<file path="src/rtl/reconfig_multi_seq_if.sv">
// Sample-side, result-side and coefficient-configuration signals of reconfig_multi_seq.
// master = source/consumer/configurator; slave = the multiplier.
interface reconfig_multi_seq_if #(
  parameter int W      = 32,
  parameter int COEF_W = 8,
  parameter int MODE_W = 2
);
  logic [W-1:0]      x;
  logic [MODE_W-1:0] mode;
  logic              in_valid;
  logic              in_ready;
  logic [W-1:0]      y;
  logic              ovf;
  logic              out_valid;
  logic              out_ready;
  logic              cfg_we;
  logic [MODE_W-1:0] cfg_addr;
  logic [COEF_W-1:0] cfg_data;

  modport master (
    output x, mode, in_valid, out_ready, cfg_we, cfg_addr, cfg_data,
    input  in_ready, y, ovf, out_valid
  );

  modport slave (
    input  x, mode, in_valid, out_ready, cfg_we, cfg_addr, cfg_data,
    output in_ready, y, ovf, out_valid
  );
endinterface

</file>
<file path="src/rtl/reconfig_multi_seq.sv">
// Sequential shift-add multiplier: y = x * coef[mode], one coefficient bit per cycle,
// with a runtime-writable coefficient table and valid/ready on both sides.
module reconfig_multi_seq #(
  parameter int W      = 32,
  parameter int COEF_W = 8,
  parameter int MODE_W = 2
) (
  input logic                clk,
  input logic                rst_n,
  reconfig_multi_seq_if.slave bus
);

  localparam int ACC_W   = W + COEF_W;
  localparam int N_MODES = 2 ** MODE_W;
  localparam int CNT_W   = $clog2(COEF_W + 1);

  typedef enum logic [1:0] {IDLE, BUSY, DONE} state_t;

  state_t            state, state_nxt;
  logic [COEF_W-1:0] coef [N_MODES];
  logic [ACC_W-1:0]  acc;
  logic [ACC_W-1:0]  xs;
  logic [COEF_W-1:0] cs;
  logic [CNT_W-1:0]  cnt;
  logic [W-1:0]      y_q;
  logic              ovf_q;
  logic              cnt_done;

  assign cnt_done = (cnt == CNT_W'(COEF_W));

  always_ff @(posedge clk) begin
    if (!rst_n) state <= IDLE;
    else        state <= state_nxt;
  end

  always_comb begin
    state_nxt     = state;
    bus.in_ready  = 1'b0;
    bus.out_valid = 1'b0;
    case (state)
      IDLE: begin
        bus.in_ready = 1'b1;
        if (bus.in_valid) state_nxt = BUSY;
      end
      BUSY: begin
        if (cnt_done) state_nxt = DONE;
      end
      DONE: begin
        bus.out_valid = 1'b1;
        if (bus.out_ready) state_nxt = IDLE;
      end
      default: state_nxt = IDLE;
    endcase
  end

  always_ff @(posedge clk) begin
    if (!rst_n) begin
      for (int unsigned k = 0; k < N_MODES; k++) coef[k] <= COEF_W'(k + 1);
    end else if (bus.cfg_we) begin
      coef[bus.cfg_addr] <= bus.cfg_data;
    end
  end

  // x is pre-shifted and the latched coefficient shifted right, so bit 0 of cs and
  // xs stand in for coef[cnt] and x<<cnt; the final BUSY cycle publishes the result.
  always_ff @(posedge clk) begin
    if (!rst_n) begin
      acc   <= '0;
      xs    <= '0;
      cs    <= '0;
      cnt   <= '0;
      y_q   <= '0;
      ovf_q <= 1'b0;
    end else begin
      case (state)
        IDLE: begin
          if (bus.in_valid) begin
            xs  <= ACC_W'(bus.x);
            cs  <= coef[bus.mode];
            acc <= '0;
            cnt <= '0;
          end
        end
        BUSY: begin
          if (!cnt_done) begin
            if (cs[0]) acc <= acc + xs;
            xs  <= xs << 1;
            cs  <= cs >> 1;
            cnt <= cnt + CNT_W'(1);
          end else begin
            y_q   <= acc[W-1:0];
            ovf_q <= |acc[ACC_W-1:W];
          end
        end
        default: ;
      endcase
    end
  end

  assign bus.y   = y_q;
  assign bus.ovf = ovf_q;

endmodule
</file>
<file path="src/flat_wrapper.sv">
// flat-port wrapper written by rule: the top's interface ports become plain ports
module reconfig_multi_seq_flat 
#(
  parameter int W      = 32,
  parameter int COEF_W = 8,
  parameter int MODE_W = 2
)
  (clk, rst_n, bus_x, bus_mode, bus_in_valid, bus_out_ready, bus_cfg_we, bus_cfg_addr, bus_cfg_data, bus_in_ready, bus_y, bus_ovf, bus_out_valid);
  reconfig_multi_seq_if #(.W(W), .COEF_W(COEF_W), .MODE_W(MODE_W)) bus_i ();
  input logic clk;
  input logic rst_n;
  input wire logic [$bits(bus_i.x)-1:0] bus_x;
  input wire logic [$bits(bus_i.mode)-1:0] bus_mode;
  input wire logic [$bits(bus_i.in_valid)-1:0] bus_in_valid;
  input wire logic [$bits(bus_i.out_ready)-1:0] bus_out_ready;
  input wire logic [$bits(bus_i.cfg_we)-1:0] bus_cfg_we;
  input wire logic [$bits(bus_i.cfg_addr)-1:0] bus_cfg_addr;
  input wire logic [$bits(bus_i.cfg_data)-1:0] bus_cfg_data;
  output wire logic [$bits(bus_i.in_ready)-1:0] bus_in_ready;
  output wire logic [$bits(bus_i.y)-1:0] bus_y;
  output wire logic [$bits(bus_i.ovf)-1:0] bus_ovf;
  output wire logic [$bits(bus_i.out_valid)-1:0] bus_out_valid;
  assign bus_i.x = bus_x;
  assign bus_i.mode = bus_mode;
  assign bus_i.in_valid = bus_in_valid;
  assign bus_i.out_ready = bus_out_ready;
  assign bus_i.cfg_we = bus_cfg_we;
  assign bus_i.cfg_addr = bus_cfg_addr;
  assign bus_i.cfg_data = bus_cfg_data;
  assign bus_in_ready = bus_i.in_ready;
  assign bus_y = bus_i.y;
  assign bus_ovf = bus_i.ovf;
  assign bus_out_valid = bus_i.out_valid;
  reconfig_multi_seq #(.W(W), .COEF_W(COEF_W), .MODE_W(MODE_W)) u_core (.clk(clk), .rst_n(rst_n), .bus(bus_i));
endmodule
</file>
<file path="config.mk">
export PLATFORM = sky130hd
export DESIGN_NAME = reconfig_multi_seq_flat
export DESIGN_NICKNAME = d
export VERILOG_FILES = /design/src/rtl/reconfig_multi_seq_if.sv /design/src/rtl/reconfig_multi_seq.sv /design/src/flat_wrapper.sv
export SDC_FILE = /design/constraint.sdc
export NUM_CORES = 1
export LEC_CHECK = 0
export CAP_MARGIN = 20
export CORE_ASPECT_RATIO = 0.9
export CORE_MARGIN = 5
export CORE_UTILIZATION = 55
export DETAILED_ROUTE_END_ITERATION = 8
export PLACE_DENSITY_LB_ADDON = 0.15
export SYNTH_ARGS = -nofsm -noshare
export SYNTH_HDL_FRONTEND = slang
export SYNTH_SLANG_ARGS = --single-unit
</file>
<file path="constraint.sdc">
create_clock -name clk -period 6.29 [get_ports clk]
set_input_delay 1.258 -clock clk [delete_from_list [all_inputs] [get_ports clk]]
set_output_delay 1.258 -clock clk [all_outputs]
set_load 0.02 [all_outputs]
</file>
==> run_results.csv, run 1 <==
group,metric,value,unit
grt,globalRouteOverflowTotal,0,
floorplanning,die_height,128,µm
timing,timing_worst_slew_pin_value,0.963,ns
timing,setup_viol_count_final,0,
finish,postLayoutCellArea,9930,µm²
setup_path,endpoint_kind,"register",
setup_path,worstPathRequired,6.61,ns
cts,cts-resized-gates,0,
floorplanning,placement_rows,43,
synthesis,netlist-cell-type-count,69,
setup_path,critical_path.max_fanout,48,
synthesis,synth.area.top_cells,"dfxtp_1 (30%), edfxtp_1 (11%), nand2_1 (9.2%)",
cts,cts.sinks,159,
setup_path,critPathKind,"reg -> reg",
finish,final_net_count,1125,
floorplanning,dieArea,18000,µm²
grt,wire_length_of_the_first_global_routing_pass,33900,µm
route,route.final.wire_length,20500,µm
placement,place_area,9370,µm²
timing,slew_viol_final,0,
floorplanning,floorplan.die.width,141,µm
synthesis,synth.yosys.seq_area_share,0.412,
cts,clk_path_buf_depth,2,
finish,area_delta_synth_final,16.9,%
cts,tritoncts.num_buffers,17,
setup_path,critical_path.reg2reg.startpoint,"u_core.state[0]",
min_path,whs_path_depth,2,
cts,hold_fix_buffer_count_after_cts,0,
synthesis,synth_async_sr_flop_share,0,
finish,n_antenna_cell,0,
timing,period_needed,3.46,ns
setup_path,worst_setup_path_start_kind,"register",
synthesis,ys.warnings.count,0,
timing,final_min_period_over_clock_period,0.550,
cts,clock_tree_from_tritoncts,"done",
synthesis,synth_top_flop_cell,"dfxtp_1",
power,power.density_cell_area,239,nW/µm²
synthesis,synth_area_leader_cell,"dfxtp_1",
power,p_leak,3.88,nW
route,route.vias.total,7288,
timing,worst_slew_slack_as_a_fraction_of_its_limit,0.355,
cts,clkTransAtPathRegs,0.06,ns
grt,initial_antenna_violation_count,0,
floorplanning,core_area,15300,µm²
status,result_of_the_run,"completed",
route,via_per_inst,5.84,
placement,routabilityCongestion,0.920,
synthesis,avgSynthCellArea,8.59,µm²
route,wire_per_inst,16.4,µm
cts,htree_num_levels,4,
route,drt_first_iter_violations,554,
flow_run,max-cap-violations,0,
cts,clkLatencyLatePin,0.42,ns
synthesis,netlist_area,8490,µm²
grt,track_usage,0.231,
floorplanning,io-pin-count,84,
power,vdd_ir_drop_max,0.000252,V
synthesis,synth_seq_cells,159,
min_path,worstHoldEndpoint,"u_core.bus.y[18]",
setup_path,timing.critical_path.arrival,3.78,ns
synthesis,synthesis.nets,1080,
timing,timing.setup.tns,0,ns
placement,dp.final_hpwl,14400,µm
route,drt_pass1_iterations,6,
setup_path,timing.reg2reg.setup_slack,2.83,ns
route,post-route-drc-count,0,
timing,clock.fmax,289,MHz
synthesis,synth_edf_count,32,
floorplanning,starting_density,0.556,
finish,layout-drive-gt1-share,0.0726,
min_path,min_path_type,"reg -> reg",
route,detail-route-antenna-nets,0,
setup_path,r2r_cells,7,
timing,fin_skew,0.0102,ns
grt,grt_max_degree,49,
synthesis,syn-instance-count,989,
synthesis,synthDominantCellAreaShare,0.299,
timing,timing_hold_violations_final,0,
placement,buffers_added_on_ports,83,
timing,grt_setup_unrepaired,"false",
cts,post-cts-setup-buffers,0,
setup_path,timing.rr.end,"u_core.xs[9]",
grt,first_global_vias,6707,
cts,clock-root-buffer,"clkbuf_16",
min_path,min_from,"u_core.bus.y[18]",
## layout by cell type (no fill, tap or decap), drive strengths merged, types with 9 or more instances in the layout
cell	instances
nand2	208
dfxtp	127
a21oi	88
clkdlybuf4s50	83
nor2	56
o21ai	42
nand3	41
ha	41
a311oi	38
and2	33
edfxtp	32
a21o	31
clkbuf	23
xnor2	21
xor2	15
inv	14
and3	13
nand4	10
buf	10
a31oi	9
## state kept, by name, indices dropped and copies added, names as in the netlist
signal          count
u_core.xs          40
u_core.acc         40
u_core.cnt          4
u_core.coef        32
u_core.cs           8
u_core.state        2
u_core.bus.y       32
u_core.bus.ovf      1
## kinds of logic after synthesis
family                     Yosys count  synth area share
and+or+nand+nor                    401             0.214
xor gates and xnor gates            36            0.0371
AOI/OAI and AO/OA                  259             0.208
muxes                               12            0.0259
buffers and inverters               80            0.0396
DFF                                159             0.412
adders and majority gates           42            0.0627
## metal layers
metal | up-vias | track usage | routed length (µm)
met5 | - | 0 | 0
met4 | 0 | 0.0479 | 178
met3 | 18 | 0.0504 | 1090
met1 | 3455 | 0.323 | 9830
li1 | 3620 | - | -
met2 | 195 | 0.370 | 9430
## worst max-delay path by stage
stage / startpoint / end
2_1_floorplan: u_core.xs[0] / u_core.acc[38]
3_3_place_gp: rst_n / u_core.coef[0][4]
3_5_place_dp: rst_n / u_core.coef[0][4]
4_1_cts: u_core.state[0] / u_core.xs[9]
5_1_grt: u_core.state[0] / u_core.xs[10]
6_report: u_core.state[0] / u_core.xs[9]
## worst max-delay path, cell delays in order (launching register included)
cell and delay (ns):
dfxtp_1 0.37, nor2b_2 0.62, buf_4 0.43, nand2_1 0.42
nand2_2 0.58, buf_4 0.52, nor2_1 0.11, a311oi_1 0.28
## power breakdown
part / internal [mW] / switching [mW] / total (mW)
registers: 1.09 / 0.0345 / 1.13
clock network: 0.537 / 0.409 / 0.946
logic: 0.120 / 0.181 / 0.301
## layout make-up
type | count | area [µm²]
timing repair buffer | 93 | 926
sequential | 159 | 3500
clock buffer | 23 | 479
tap | 202 | 253
clock inverter | 9 | 58.8
fill | 1336 | 5350
inverter | 13 | 48.8
multi-input combinational | 750 | 4660
## cell usage after synthesis, drive strengths merged, types with 10 or more instances
master  count
nand2     208
dfxtp     127
a21oi      88
clkbuf     57
nor2       56
o21ai      42
ha         41
nand3      41
a311oi     38
and2       33
edfxtp     32
a21o       31
xnor2      21
xor2       15
and3       13
inv        13
nand4      10
## per-stage QoR
step	instances	setup slack (ns)	power, mW	utilization	hold slack, ns
floorplan	989	3.67	1.35	-	0.442
global placement	1216	2.66	1.44	0.613	0.441
detailed placement	1216	2.57	1.44	0.613	0.447
CTS	1248	2.86	2.38	0.648	0.456
global route	1249	2.52	2.47	0.650	0.473
finish	1249	2.83	2.37	0.650	0.453
Power figures use the tool's default switching activity.
==> run 2: changes to the inputs <==
==> constraint.sdc (replaced) <==
create_clock -name clk -period 3.4 [get_ports clk]
set_input_delay 0.68 -clock clk [delete_from_list [all_inputs] [get_ports clk]]
set_output_delay 0.68 -clock clk [all_outputs]
set_load 0.02 [all_outputs]
==> run_results.csv, run 2 (same netlist as run 1, synthesis figures left out) <==
group,metric,value,unit
grt,grt_max_degree,60,
finish,final.fill_count,1294,
setup_path,critPathKind,"reg -> reg",
placement,place_area,9460,µm²
power,power.density_cell_area,473,nW/µm²
setup_path,worstPathRequired,3.70,ns
power,vdd_ir_drop_max,0.000377,V
route,route.final.wire_length,20900,µm
finish,area.sequential,3500,µm²
finish,final_net_count,1135,
route,detail-route-antenna-nets,0,
grt,track_usage,0.234,
cts,hold_fix_buffer_count_after_cts,0,
grt,grtUsageMet3,0.0466,
cts,clk_path_buf_depth,2,
cts,clkTransAtPathRegs,0.06,ns
placement,worst_slack_at_placement,0.528,ns
cts,clock_tree_from_tritoncts,"done",
setup_path,timing.critical_path.arrival,3.22,ns
placement,routabilityCongestion,0.863,
timing,final_min_period_over_clock_period,0.859,
cts,tritoncts.num_buffers,17,
route,drt_pass1_iterations,5,
floorplanning,core_area,15300,µm²
grt,use_met1,0.321,
timing,timing.setup.tns,0,ns
timing,timing_worst_slew_pin_value,0.793,ns
finish,most-common-layout-cells,"nand2_1 (207), dfxtp_1 (127), a21oi_1 (86)",
setup_path,critical_path.reg2reg.startpoint,"u_core.xs[0]",
timing,clock.fmax,342,MHz
cts,clkLatencyLatePin,0.43,ns
placement,dp.final_hpwl,14600,µm
timing,worst_slew_slack_as_a_fraction_of_its_limit,0.471,
finish,n_antenna_cell,0,
cts,htree_num_levels,4,
route,wire_per_inst,16.6,µm
setup_path,critical_path.max_fanout,4,
timing,fin_skew,0.00918,ns
setup_path,launching_instance_or_port_of_the_critical_path,"u_core.xs[0]",
timing,grt_setup_unrepaired,"false",
floorplanning,placement_rows,43,
grt,globalRouteOverflowTotal,0,
timing,timing_hold_violations_final,0,
floorplanning,dieArea,18000,µm²
power,p_leak,3.97,nW
finish,layout-drive-gt1-share,0.0823,
timing,finalWorstSetupSlack,0.478,ns
route,drt_first_iter_violations,598,
timing,slew_viol_final,0,
finish,postLayoutCellArea,10100,µm²
placement,place_inst,1227,
timing,timing.hold.ws,0.454,ns
route,route.vias.total,7371,
flow_run,max-cap-violations,0,
grt,initial_antenna_violation_count,0,
cts,cts.sinks,159,
setup_path,worst_setup_path_start_kind,"register",
min_path,min_from,"u_core.bus.y[15]",
placement,buffers_added_on_ports,83,
timing,period_needed,2.92,ns
setup_path,endpoint_kind,"register",
status,result_of_the_run,"completed",
grt,gr-usage-met2,0.376,
floorplanning,io-pin-count,84,
route,post-route-drc-count,0,
route,via_per_inst,5.85,
min_path,min_path_type,"reg -> reg",
finish,final_common_cell,"nand2_1",
floorplanning,die_height,128,µm
finish,biggestRegsByFlops,"u_core.acc (40), u_core.xs (40)",
timing,setup_viol_count_final,0,
cts,clock-root-buffer,"clkbuf_16",
grt,first_global_vias,6955,
cts,post-cts-setup-buffers,0,
grt,gr-max-usage-layer,"met2",
grt,wire_length_of_the_first_global_routing_pass,34500,µm
finish,multi_input_area,4660,µm²
finish,area_delta_synth_final,19.0,%
cts,cts-resized-gates,0,
floorplanning,floorplan.die.width,141,µm
floorplanning,starting_density,0.556,
finish,utilization_of_the_core_after_routing,0.662,
power,power.total,4.78,mW
finish,instances_no_fill,1259,
[run 2: power breakdown]
group	switching, mW	internal, mW
sequential	0.0634	2.02
clock	0.811	1.33
combinational	0.337	0.227
[run 2: layout make-up]
cell class / instances / share of cell area
Multi-Input combinational cell: 750 / 0.461
Sequential cell: 159 / 0.346
Tap cell: 202 / 0.0250
Timing Repair Buffer: 103 / 0.0982
Inverter: 13 / 0.00483
Clock inverter: 14 / 0.0210
Clock buffer: 18 / 0.0434
[run 2: final timing paths]
kind | to | slack [ns] | cells after the start
setup / recovery | u_core.acc[32] | 0.48 | 11
hold / removal | u_core.bus.y[15] | 0.45 | 2
setup reg to reg | u_core.acc[32] | 0.48 | 11
hold reg to reg | u_core.bus.y[15] | 0.45 | 2
[run 2: routing by layer]
layer | part of all wire | wire length, µm
met5 | 0 | 0
met4 | 0.015 | 311
met3 | 0.055 | 1160
met2 | 0.46 | 9680
met1 | 0.47 | 9750
[run 2: worst max-delay path, stage by stage, from the launching register on]
cell	delay, ns
dfxtp_1	0.34
ha_1	0.24
fa_1	0.42
a21o_1	0.19
a21oi_2	0.22
o21ai_2	0.12
a22oi_1	0.34
o211ai_1	0.14
a21oi_1	0.38
o21bai_1	0.15
xnor2_1	0.17
o21ai_0	0.10
==> run 3: changes to the inputs <==
--- a/config.mk
+++ b/config.mk
@@ -10,6 +10,7 @@
 export CORE_MARGIN = 5
 export CORE_UTILIZATION = 55
 export DETAILED_ROUTE_END_ITERATION = 8
+export HOLD_SLACK_MARGIN = 0.03
 export PLACE_DENSITY_LB_ADDON = 0.15
 export SYNTH_ARGS = -nofsm -noshare
 export SYNTH_HDL_FRONTEND = slang
==> constraint.sdc (replaced) <==
create_clock -name clk -period 3.4 [get_ports clk]
set_input_delay 0.51 -clock clk [delete_from_list [all_inputs] [get_ports clk]]
set_output_delay 0.51 -clock clk [all_outputs]
set_load 0.02 [all_outputs]
==> run_results.csv, run 3 (same netlist as run 1, synthesis figures left out) <==
group,metric,value,unit
status,result_of_the_run,"completed",
timing,slew_viol_final,0,
placement,routabilityCongestion,0.895,
timing,timing.hold.ws,0.453,ns
finish,n_antenna_cell,0,
route,post-route-drc-count,0,
setup_path,cp_top_family,"compound AO/OA/AOI/OAI gates",
setup_path,critPathKind,"reg -> reg",
cts,clk_path_buf_depth,2,
timing,timing.setup.tns,0,ns
power,power.density_cell_area,467,nW/µm²
route,detail-route-antenna-nets,0,
timing,timing_hold_violations_final,0,
route,drt_first_iter_violations,603,
power,vdd_ir_drop_max,0.000358,V
grt,initial_antenna_violation_count,0,
cts,post-cts-setup-buffers,0,
placement,buffers_added_on_ports,83,
timing,final_min_period_over_clock_period,0.841,
setup_path,critical_path.max_fanout,4,
cts,clock-root-buffer,"clkbuf_16",
finish,layout-drive-gt1-share,0.0814,
cts,hold_fix_buffer_count_after_cts,0,
timing,period_needed,2.86,ns
cts,tritoncts.num_buffers,17,
finish,final_common_cell,"nand2_1",
setup_path,crit_buf_inv,0,
setup_path,worstPathRequired,3.77,ns
setup_path,critical_path.reg2reg.startpoint,"u_core.xs[0]",
min_path,min_path_type,"reg -> reg",
cts,clock_tree_from_tritoncts,"done",
cts,cts-resized-gates,0,
timing,setup_viol_count_final,0,
route,drt_pass1_iterations,5,
floorplanning,placement_rows,43,
finish,final_net_count,1135,
placement,place_area,9480,µm²
floorplanning,starting_density,0.556,
power,p_leak,3.97,nW
setup_path,critical-path-slowest-cell,"or4b_1",
timing,worst_slew_slack_as_a_fraction_of_its_limit,0.448,
route,via_per_inst,5.75,
finish,biggestRegsByFlops,"u_core.acc (40), u_core.xs (40)",
cts,cts.sinks,159,
route,wire_per_inst,16.1,µm
timing,grt_setup_unrepaired,"false",
finish,most-common-layout-cells,"nand2_1 (207), dfxtp_1 (127), a21oi_1 (86)",
grt,grt_max_degree,61,
flow_run,max-cap-violations,0,
timing,fin_skew,0.00804,ns
grt,globalRouteOverflowTotal,0,
cts,clkTransAtPathRegs,0.07,ns
setup_path,timing.critical_path.arrival,3.23,ns
finish,final.fill_count,1331,
timing,clock.fmax,350,MHz
floorplanning,core_area,15300,µm²
finish,area_delta_synth_final,19.5,%
floorplanning,die_height,128,µm
grt,track_usage,0.229,
grt,first_global_vias,6828,
finish,postLayoutCellArea,10100,µm²
setup_path,worst_setup_path_start_kind,"register",
min_path,min_from,"u_core.bus.y[7]",
floorplanning,dieArea,18000,µm²
route,route.vias.total,7245,
setup_path,launching_instance_or_port_of_the_critical_path,"u_core.xs[0]",
cts,clkLatencyLatePin,0.42,ns
floorplanning,io-pin-count,84,
timing,timing_worst_slew_pin_value,0.827,ns
placement,dp.final_hpwl,14300,µm
cts,htree_num_levels,4,
grt,wire_length_of_the_first_global_routing_pass,33700,µm
setup_path,crit_chain,"ha_1 -> fa_1 -> a21o_1 -> a21oi_2 -> o21ai_2 -> a41oi_2 -> o21ai_2 -> a21oi_2 -> a22oi_2 -> or4b_1 -> nand3b_1",
floorplanning,floorplan.die.width,141,µm
route,route.final.wire_length,20300,µm
setup_path,cp_slowest_stage_delay,0.51,ns
setup_path,endpoint_kind,"register",
-- run 3: changes by cell type in the layout (fill, tap and decap cells not counted), sizes merged --
cell,change
inv,-2
clkinvlp,+2
-- run 3: layout make-up --
| cell class | instances | area [µm²] | share of cell area |
|---|---|---|---|
| clock inverter | 14 | 214 | 0.0211 |
| inverter | 13 | 48.8 | 0.00481 |
| sequential | 159 | 3500 | 0.345 |
| timing repair buffer | 103 | 1040 | 0.102 |
| multi-input combinational | 750 | 4660 | 0.459 |
| clock buffer | 18 | 429 | 0.0423 |
| tap | 202 | 253 | 0.0249 |
-- run 3: final timing paths --
| kind | slack (ns) | cells past startpoint | endpoint |
|---|---|---|---|
| hold / removal | 0.45 | 2 | u_core.bus.y[7] |
| setup / recovery | 0.54 | 11 | u_core.acc[38] |
| setup reg to reg | 0.54 | 11 | u_core.acc[38] |
| hold reg to reg | 0.45 | 2 | u_core.bus.y[7] |
-- run 3: layer usage --
metal  up-vias  share of wire  global-route usage
li1       3647              -                   -
met4         0          0.015              0.0587
met5         -              0                   0
met2       183           0.45               0.362
met3        22          0.052              0.0485
met1      3393           0.49               0.322
-- run 3: report_power, final --
group | internal [mW] | total (mW) | switching [mW]
registers | 2.02 | 2.08 | 0.0626
clock network | 1.30 | 2.08 | 0.775
logic | 0.234 | 0.574 | 0.341
-- run 3: tightest hold or removal path, delay by kind of cell (launching register included) --
family | cells | cell delay [ns]
and+or+nand+nor | 1 | 0.05
AOI/OAI and AO/OA | 1 | 0.05
DFF | 1 | 0.31
-- run 3: stage by stage --
step                 util  setup slack (ns)  cells  power [mW]
floorplan               -             0.775    989        2.50
global placement    0.620             0.641   1226        2.67
detailed placement  0.620             0.550   1226        2.69
CTS                 0.662             0.537   1258        4.75
global route        0.664             0.364   1259        4.92
finish              0.664             0.540   1259        4.73
